--- config.mk ---
export PLATFORM = sky130hd
export DESIGN_NAME = vga_frame_scanner
export DESIGN_NICKNAME = d
export VERILOG_FILES = /design/src/rtl/vga_timing_pkg.sv /design/src/rtl/vga_timing_gen.sv /design/src/rtl/vga_frame_scanner.sv
export SDC_FILE = /design/constraint.sdc
export NUM_CORES = 1
export LEC_CHECK = 0
export CAP_MARGIN = 10
export CORE_AREA = 5 5 95 97
export CTS_CLUSTER_DIAMETER = 30
export CTS_CLUSTER_SIZE = 28
export DETAILED_ROUTE_END_ITERATION = 10
export DIE_AREA = 0 0 100 102
export HOLD_SLACK_MARGIN = 0.05
export PLACE_DENSITY = 0.7
export SETUP_SLACK_MARGIN = 0.15
export SKIP_LAST_GASP = 1
export SLEW_MARGIN = 10
export SYNTH_ARGS = -nofsm -noshare
export SYNTH_HDL_FRONTEND = slang
export SYNTH_SLANG_ARGS = --single-unit
--- constraint.sdc ---
create_clock -name piul1Clock -period 5.26 [get_ports piul1Clock]
set_input_delay 0.789 -clock piul1Clock [delete_from_list [all_inputs] [get_ports piul1Clock]]
set_output_delay 0.789 -clock piul1Clock [all_outputs]
set_load 0.02 [all_outputs]
--- src/rtl/vga_timing_pkg.sv ---
`default_nettype none
// ============================================================================
//  Module      : vga_timing_pkg
//  Description : Shared constants and types for the 640x480@60 VGA scanner
//                that reads a 320x240x24 frame buffer with 2x replication.
//  Revision    : 1.0 - initial release
// ============================================================================
package vga_timing_pkg;

  // 640x480@60 horizontal timing (pixel clocks)
  localparam int VGA_H_VISIBLE = 640;
  localparam int VGA_H_FRONT   = 16;
  localparam int VGA_H_SYNC    = 96;
  localparam int VGA_H_BACK    = 48;
  localparam int H_TOTAL       = 800;

  // 640x480@60 vertical timing (lines)
  localparam int VGA_V_VISIBLE = 480;
  localparam int VGA_V_FRONT   = 10;
  localparam int VGA_V_SYNC    = 2;
  localparam int VGA_V_BACK    = 33;
  localparam int V_TOTAL       = 525;

  // Frame buffer geometry
  localparam int VGA_SRC_WIDTH  = 320;
  localparam int VGA_SRC_HEIGHT = 240;

  localparam int ADDR_W = 17;
  localparam int CNT_W  = 10;

  typedef logic [ADDR_W-1:0] addr_t;
  typedef logic [CNT_W-1:0]  cnt_t;

  typedef struct packed {
    logic [7:0] r;
    logic [7:0] g;
    logic [7:0] b;
  } rgb_t;

  // Per-pixel control flags carried down the alignment pipeline
  typedef struct packed {
    logic visible;
    logic hsync_n;
    logic vsync_n;
    logic frame_start;
  } flags_t;

  localparam flags_t FLAGS_IDLE = '{visible: 1'b0, hsync_n: 1'b1,
                                    vsync_n: 1'b1, frame_start: 1'b0};

endpackage
`default_nettype wire

--- src/rtl/vga_timing_gen.sv ---
`default_nettype none
// ============================================================================
//  Module      : vga_timing_gen
//  Description : Horizontal/vertical scan counters and the combinational
//                visible/sync/frame-start flags for the current position.
//  Revision    : 1.0 - initial release
// ============================================================================
module vga_timing_gen
  import vga_timing_pkg::*;
#(
  parameter int H_VISIBLE = VGA_H_VISIBLE,
  parameter int H_FRONT   = VGA_H_FRONT,
  parameter int H_SYNC    = VGA_H_SYNC,
  parameter int H_BACK    = VGA_H_BACK,
  parameter int V_VISIBLE = VGA_V_VISIBLE,
  parameter int V_FRONT   = VGA_V_FRONT,
  parameter int V_SYNC    = VGA_V_SYNC,
  parameter int V_BACK    = VGA_V_BACK
) (
  input  logic   clk,
  input  logic   rst_n,
  input  logic   enable,
  output cnt_t   h,
  output cnt_t   v,
  output flags_t flags,
  output logic   h_wrap,
  output logic   v_wrap
);

  localparam int H_TOT = H_VISIBLE + H_FRONT + H_SYNC + H_BACK;
  localparam int V_TOT = V_VISIBLE + V_FRONT + V_SYNC + V_BACK;

  localparam cnt_t H_LAST     = cnt_t'(H_TOT - 1);
  localparam cnt_t V_LAST     = cnt_t'(V_TOT - 1);
  localparam cnt_t H_VIS_C    = cnt_t'(H_VISIBLE);
  localparam cnt_t V_VIS_C    = cnt_t'(V_VISIBLE);
  localparam cnt_t HS_START_C = cnt_t'(H_VISIBLE + H_FRONT);
  localparam cnt_t HS_END_C   = cnt_t'(H_VISIBLE + H_FRONT + H_SYNC);
  localparam cnt_t VS_START_C = cnt_t'(V_VISIBLE + V_FRONT);
  localparam cnt_t VS_END_C   = cnt_t'(V_VISIBLE + V_FRONT + V_SYNC);

  cnt_t h_q, h_d;
  cnt_t v_q, v_d;

  // Next-position logic: disable parks the scan at (0,0); both wraps share one edge
  always_comb begin
    h_d = h_q;
    v_d = v_q;
    if (!enable) begin
      h_d = '0;
      v_d = '0;
    end else if (h_q == H_LAST) begin
      h_d = '0;
      v_d = (v_q == V_LAST) ? '0 : v_q + 1'b1;
    end else begin
      h_d = h_q + 1'b1;
    end
  end

  // Counter registers
  always_ff @(posedge clk or negedge rst_n) begin
    if (!rst_n) begin
      h_q <= '0;
      v_q <= '0;
    end else begin
      h_q <= h_d;
      v_q <= v_d;
    end
  end

  assign h      = h_q;
  assign v      = v_q;
  assign h_wrap = enable && (h_q == H_LAST);
  assign v_wrap = h_wrap && (v_q == V_LAST);

  // Flags describing the pixel the counters currently hold
  always_comb begin
    flags             = FLAGS_IDLE;
    flags.visible     = (h_q < H_VIS_C) && (v_q < V_VIS_C);
    flags.hsync_n     = !((h_q >= HS_START_C) && (h_q < HS_END_C));
    flags.vsync_n     = !((v_q >= VS_START_C) && (v_q < VS_END_C));
    flags.frame_start = (h_q == '0) && (v_q == '0);
  end

endmodule
`default_nettype wire

--- src/rtl/vga_frame_scanner.sv ---
`default_nettype none
// ============================================================================
//  Module      : vga_frame_scanner
//  Description : VGA scan-out of a 320x240 frame buffer at 640x480@60 with
//                2x pixel/line replication; drives an ADV7123 DAC with RGB,
//                sync and blank aligned two clocks after the scan counters.
//  Revision    : 1.0 - initial release
// ============================================================================
module vga_frame_scanner
  import vga_timing_pkg::*;
#(
  parameter int H_VISIBLE = VGA_H_VISIBLE,
  parameter int H_FRONT   = VGA_H_FRONT,
  parameter int H_SYNC    = VGA_H_SYNC,
  parameter int H_BACK    = VGA_H_BACK,
  parameter int V_VISIBLE = VGA_V_VISIBLE,
  parameter int V_FRONT   = VGA_V_FRONT,
  parameter int V_SYNC    = VGA_V_SYNC,
  parameter int V_BACK    = VGA_V_BACK,
  parameter int SRC_WIDTH = VGA_SRC_WIDTH
) (
  input  logic        piul1Clock,
  input  logic        piul1Reset_n,
  input  logic        piul1Enable,
  output logic [16:0] poul17ReadAddress,
  input  logic [23:0] piul24ReadData,
  output logic [7:0]  poul8Red,
  output logic [7:0]  poul8Green,
  output logic [7:0]  poul8Blue,
  output logic        poul1HSync,
  output logic        poul1VSync,
  output logic        poul1Blank_n,
  output logic        poul1Sync_n,
  output logic        poul1FrameStart
);

  localparam cnt_t V_VIS_C = cnt_t'(V_VISIBLE);

  cnt_t   h;
  cnt_t   v;
  flags_t flags0;
  logic   h_wrap;
  logic   v_wrap;

  vga_timing_gen #(
    .H_VISIBLE (H_VISIBLE),
    .H_FRONT   (H_FRONT),
    .H_SYNC    (H_SYNC),
    .H_BACK    (H_BACK),
    .V_VISIBLE (V_VISIBLE),
    .V_FRONT   (V_FRONT),
    .V_SYNC    (V_SYNC),
    .V_BACK    (V_BACK)
  ) u_timing (
    .clk    (piul1Clock),
    .rst_n  (piul1Reset_n),
    .enable (piul1Enable),
    .h      (h),
    .v      (v),
    .flags  (flags0),
    .h_wrap (h_wrap),
    .v_wrap (v_wrap)
  );

  addr_t  base_q, base_d;
  addr_t  addr_q, addr_d;
  flags_t s1_q, s1_d;
  flags_t s2_q, s2_d;

  // Incremental (v>>1)*SRC_WIDTH + (h>>1); address freezes outside the visible area
  always_comb begin
    base_d = base_q;
    addr_d = addr_q;
    s1_d   = s1_q;
    s2_d   = s2_q;
    if (!piul1Enable) begin
      base_d = '0;
      addr_d = '0;
      s1_d   = FLAGS_IDLE;
      s2_d   = FLAGS_IDLE;
    end else begin
      s1_d = flags0;
      s2_d = s1_q;
      if (v_wrap) begin
        base_d = '0;
      end else if (h_wrap && v[0] && (v < V_VIS_C)) begin
        base_d = base_q + addr_t'(SRC_WIDTH);
      end
      if (flags0.visible) begin
        addr_d = base_q + addr_t'(h >> 1);
      end
    end
  end

  // Line base, read address and the two flag stages
  always_ff @(posedge piul1Clock or negedge piul1Reset_n) begin
    if (!piul1Reset_n) begin
      base_q <= '0;
      addr_q <= '0;
      s1_q   <= FLAGS_IDLE;
      s2_q   <= FLAGS_IDLE;
    end else begin
      base_q <= base_d;
      addr_q <= addr_d;
      s1_q   <= s1_d;
      s2_q   <= s2_d;
    end
  end

  // RAM data arrives in the same cycle as stage-2 flags; mask it outside the active area
  rgb_t pixel;
  assign pixel = s2_q.visible ? rgb_t'(piul24ReadData) : '0;

  assign poul17ReadAddress = addr_q;
  assign poul8Red          = pixel.r;
  assign poul8Green        = pixel.g;
  assign poul8Blue         = pixel.b;
  assign poul1HSync        = s2_q.hsync_n;
  assign poul1VSync        = s2_q.vsync_n;
  assign poul1Blank_n      = s2_q.visible;
  assign poul1Sync_n       = 1'b1;
  assign poul1FrameStart   = s2_q.frame_start;

endmodule
`default_nettype wire

Word-level counts from Yosys, hierarchy flattened
Cells that the tools add are included.
- word-level logic and storage cells: 52
- bits of input ports: 27
- bits in registers: 62
- magnitude comparators: 6
- add/sub/neg operators: 4
- equal/unequal tests: 5
- mux-type cells: 13
- reduce and logical (&&, ||, !) cells: 12
- operators with widths (operator ; count):
    2-to-1 mux 17 bit ; 5
    2-to-1 mux 10 bit ; 5
    2-to-1 mux 24 bit ; 1
    adder 10 x 1 -> 10 bit, second input constant ; 2
    == test 10 bit, second input constant ; 2
    zero test 10 bit ; 2
    < comparator 10 bit, second input constant ; 2
    < comparator 10 x 9 -> 1 bit, second input constant ; 2
    adder 17 x 9 -> 17 bit ; 1
    adder 17 x 9 -> 17 bit, second input constant ; 1
    >= comparator 10 bit, second input constant ; 1
    >= comparator 10 x 9 -> 1 bit, second input constant ; 1
    logical AND 1 bit ; 8
    2-to-1 mux 4 bit ; 2
    inequality test 2 x 1 -> 1 bit, second input constant ; 2
    inequality test 3 x 1 -> 1 bit, second input constant ; 1
    zero test 1 bit ; 2

Logic depth before layout (Yosys ltp)
- depth in word-level cells: 7
- mapped depth: 7

Cells and area by module
Synthesis repeated with hierarchy kept, for this count alone.
- cell total of the unflattened synthesis: 319
- area total of the unflattened synthesis: 3057.9 µm²
- by module, submodules not included (module ; area each (µm²) ; instances ; cells an instance):
    vga_frame_scanner ; 1910.6 ; 1 ; 192
    vga_timing_gen ; 1147.4 ; 1 ; 127

Worst setup path before layout
OpenSTA, ideal clock, no wires.
- kind: register to register
- from: register u_timing.v_q[0], in the netlist u_timing.v[0]
- to: register u_timing.v_q[9], in the netlist u_timing.v[9]
- arrival time: 1952 ps
- data required time: 5141 ps
- library setup time: 119 ps
- path slack: 3189 ps
- cell stages (with the launch flop): 7
- buffers on the path: 0
- cells stage by stage: dfrtp_1 -> inv_1 -> ha_1 -> or4b_1 -> or4_4 -> a311o_1 -> and2_1
- cells in the longest elaborated chain, start to end: 4
- elaborated cells between the ends (all ways): 5
- classes of those cells: add/sub (1); eq/ne (1); mux (3)
- ends and longest elaborated chain (item ; line ; RTL):
    from (decl) ; vga_timing_gen.sv:43 ; cnt_t v_q, v_d;
    from (signal assigned) ; vga_timing_gen.sv:67 ; v_q <= v_d;
    adder 10 x 1 -> 10 bit / == test 10 bit (equally long branches) ; vga_timing_gen.sv:54 ; v_d = (v_q == V_LAST) ? '0 : v_q + 1'b1;
    2-to-1 mux 10 bit * ; vga_timing_gen.sv:54 ;
    2-to-1 mux 10 bit * ; vga_timing_gen.sv:52 ; end else if (h_q == H_LAST) begin
    2-to-1 mux 10 bit * ; vga_timing_gen.sv:49 ; if (!enable) begin
Every way passes the cells marked *; elsewhere a longest branch is shown, timed or not. The select of a mux whose other input is x is not followed.
A chain may end at the register's enable or synchronous reset.

Worst setup path after layout
- from: input piul1Enable
- to: register u_timing.v_q[6], in the netlist u_timing.v[6]
- cells in the longest elaborated chain, start to end: 1
- elaborated cells between the ends (all ways): 2
- classes of those cells: eq/ne (1); mux (1)
- ends and longest elaborated chain (item ; line ; RTL):
    from (decl) ; vga_frame_scanner.sv:24 ; input logic piul1Enable,
    inequality test 2 x 1 -> 1 bit (no line) / 2-to-1 mux 10 bit (equally long branches) ; - ;
Parallel ways exist; a longest one is shown, timed or not.

==> impl_metrics.yaml <==
worst_setup_path:
  crit_arrival_ns: 3.10
  rr_worst_depth: 5
  critPathSlowestCell: "clkdlybuf4s50_1"
  rr_startpoint: "u_timing.h[0]"
  path_max_fanout: 21
  rr_endpoint: "u_timing.v[6]"
  cp.required_ns: 5.50
  cp-end-kind: "register"
  rrSetupSlack_ns: 2.92
  setup.worst_path.start: "piul1Enable"
  critPathKind: "input pin to register"
  slowest_delay_ns: 0.92
  cp_cell_sequence: "clkdlybuf4s50_1 -> nand4_1 -> or3b_2 -> a31oi_1"
  crit_path_start_kind: "input pin"
yosys:
  synth_seq_cells: 56
  synth-edff-count: 0
  netlist_instances: 331
  yosysWarnings: 0
  netlist_top_cells_count: "dfrtp_1, nand2_1, and2_1"
  synthTopCellsByArea: "dfrtp_1, and2_1, nand2_1"
  yosysTopAreaCellShare_pct: 42.3
  ys.flop_type: "dfrtp_1"
  async_flop_share_pct: 100
  yosysTopAreaCell: "dfrtp_1"
  syn-num-nets: 366
  synth-seq-area-share_pct: 45.7
  synth_area_um2: 3080
  syn_avg_cell_area_um2: 9.30
  synth_most_common_cell: "dfrtp_1"
  synthDistinctLibCells: 48
route:
  wl_per_cell_um: 14.8
  vias: 2629
  firstDrtPassIters: 4
  viasPerCell: 5.33
  wl_mm: 7.29
  drc: 0
  drtIter0Drc: 138
  detail-route-antenna-nets: 0
global_route:
  grt_max_degree: 57
  grt_pass1_vias: 2432
  grt_pass1_wl_mm: 12.0
  grt.total_usage_pct: 14.4
  grt_antenna_before_repair: 0
  overflow: 0
placed_design:
  dpl.cell_count: 485
  pre_cts_slack_ns: 2.06
  place_area_um2: 3820
  place.gp.congestion: 0.759
  io_buffers: 71
  dp_hpwl_mm: 5.43
clock_network:
  h-tree-depth: 2
  cts.sinks: 56
  cts_tree: "yes"
  insertion_delay_ns: 0.31
  hold_buffers: 0
  cts-root-buf: "clkbuf_8"
  cts_resized: 0
  path_clk_slew_ns: 0.10
  cts_buffer_depth: 2
  numCtsBuffers: 5
  postCtsSetupBuffers: 0
sta:
  tightest_slew_ns: 0.698
  relSlewSlack_pct: 53.3
  fin_crit_sh_pct: 54.4
  layout_min_cycle_time_ns: 2.86
  finalSetupTns_ns: 0
  timing.fmax_mhz: 349
  rsz0062_at_grt: "no"
  hold_ws_ns: 0.464
  hold_violations: 0
  worst_slack_ns: 2.40
  drv_slew: 0
  skew_ns: 0.00759
  finalSetupViolations: 0
die:
  die_x_um: 100
  start_util_pct: 38.2
  dieHeight_um: 102
  core_um2: 8050
  fp.dieArea_um2: 10200
  io_pins: 73
  row_count: 33
power_and_ir_drop:
  vdd_ir_drop_max_uv: 146
  power_mw: 0.774
  p_leak_nw: 1.56
  power.density_nw_per_um2: 198
layout:
  final_core_util_pct: 48.5
  nets: 422
  antenna_cells: 0
  areaGrowthSynthToFinish_pct: 26.9
  final_cell_area_um2: 3910
  drive_gt1_share_pct: 5.41
  final_cell_count_no_fill: 493
flow_run:
  drv_cap: 0
worst_hold_path:
  hold_path_depth: 1
  hold_end: "poul1Blank_n"
  hold_class: "register to register"
  holdCritStartpoint: "s1_q[3]"
run_status:
  status: "completed"
[critical path, delay by kind of cell]
family | cells | cell delay, ns
compound gates | 1 | 0.19
simple gates | 2 | 1.20
buf+inv | 1 | 0.92
[registers in the layout (all words and copies together) (netlist names)]
signal             count
s1_q                   4
poul17ReadAddress     17
poul1HSync             1
u_timing.v            10
poul1VSync             1
poul1Blank_n           1
base_q                11
u_timing.h            10
poul1FrameStart        1
[how the worst max path moves through the flow]
stage                         end  cells past startpoint
floorplan           u_timing.v[9]                      6
global placement       base_q[14]                      4
detailed placement  u_timing.v[6]                      4
CTS                    base_q[14]                      4
global route           base_q[11]                      4
finish              u_timing.v[6]                      4
[cell type report]
type,instances,area (um^2)
Clock buffer,6,72.6
Clock inverter,2,16.3
Fill cell,763,4140
Inverter,8,30.0
Multi-Input combinational cell,244,1540
Sequential cell,56,1410
Tap cell,105,131
Timing Repair Buffer,72,713
[layout by cell type, fill, tap and decap left out, types with 2 or more instances in the layout]
| cell type | netlist | layout |
|---|---|---|
| or3b_2 | 2 | 2 |
| nor3_1 | 4 | 4 |
| clkdlybuf4s50_1 | 0 | 70 |
| nand3b_1 | 3 | 3 |
| a22o_1 | 6 | 6 |
| nand4_1 | 14 | 14 |
| clkbuf_8 | 0 | 5 |
| or3_1 | 4 | 4 |
| and3_1 | 2 | 2 |
| or2_2 | 2 | 2 |
| inv_1 | 8 | 8 |
| dfstp_2 | 4 | 4 |
| and2_1 | 29 | 29 |
| a31oi_1 | 8 | 8 |
| xnor2_1 | 8 | 8 |
| o211ai_1 | 4 | 4 |
| nand3_1 | 21 | 21 |
| xor2_1 | 7 | 7 |
| and4_1 | 6 | 6 |
| nand2b_1 | 4 | 4 |
| o21ai_0 | 15 | 15 |
| nor2_1 | 13 | 13 |
| a21o_1 | 2 | 2 |
| o31ai_1 | 7 | 7 |
| nand2_1 | 32 | 32 |
| ha_1 | 8 | 8 |
| o22ai_1 | 4 | 4 |
| or4_1 | 10 | 10 |
| dfrtp_1 | 52 | 52 |
| a21oi_1 | 13 | 13 |
[logic make-up (layout without fill, tap and decap cells)]
| family | after synthesis | in the layout | synth area share (%) |
|---|---|---|---|
| AO/OA/AOI/OAI | 66 | 66 | 14.0 |
| XOR/XNOR | 15 | 15 | 4.27 |
| adder cells (fa/ha/maj) | 8 | 8 | 3.25 |
| buffers and inverters | 31 | 88 | 4.35 |
| flip-flops | 56 | 56 | 45.7 |
| other | 1 | 1 | 0.122 |
| AND/OR/NAND/NOR | 154 | 154 | 28.4 |
[where the power goes]
part	total, mW	internal (mW)	switching [mW]
registers	0.443	0.436	0.00710
clock network	0.239	0.0952	0.144
logic	0.0915	0.0443	0.0472
total	0.774	0.576	0.198
[per-layer routing]
layer	global-route usage (%)	vias to the layer above	routed length (um)
li1	-	1300	-
met1	18.5	1252	3280
met2	25.0	72	3520
met3	3.14	5	433
met4	3.21	0	56
met5	0	-	0
No activity file was read; power rests on OpenSTA's default activity.
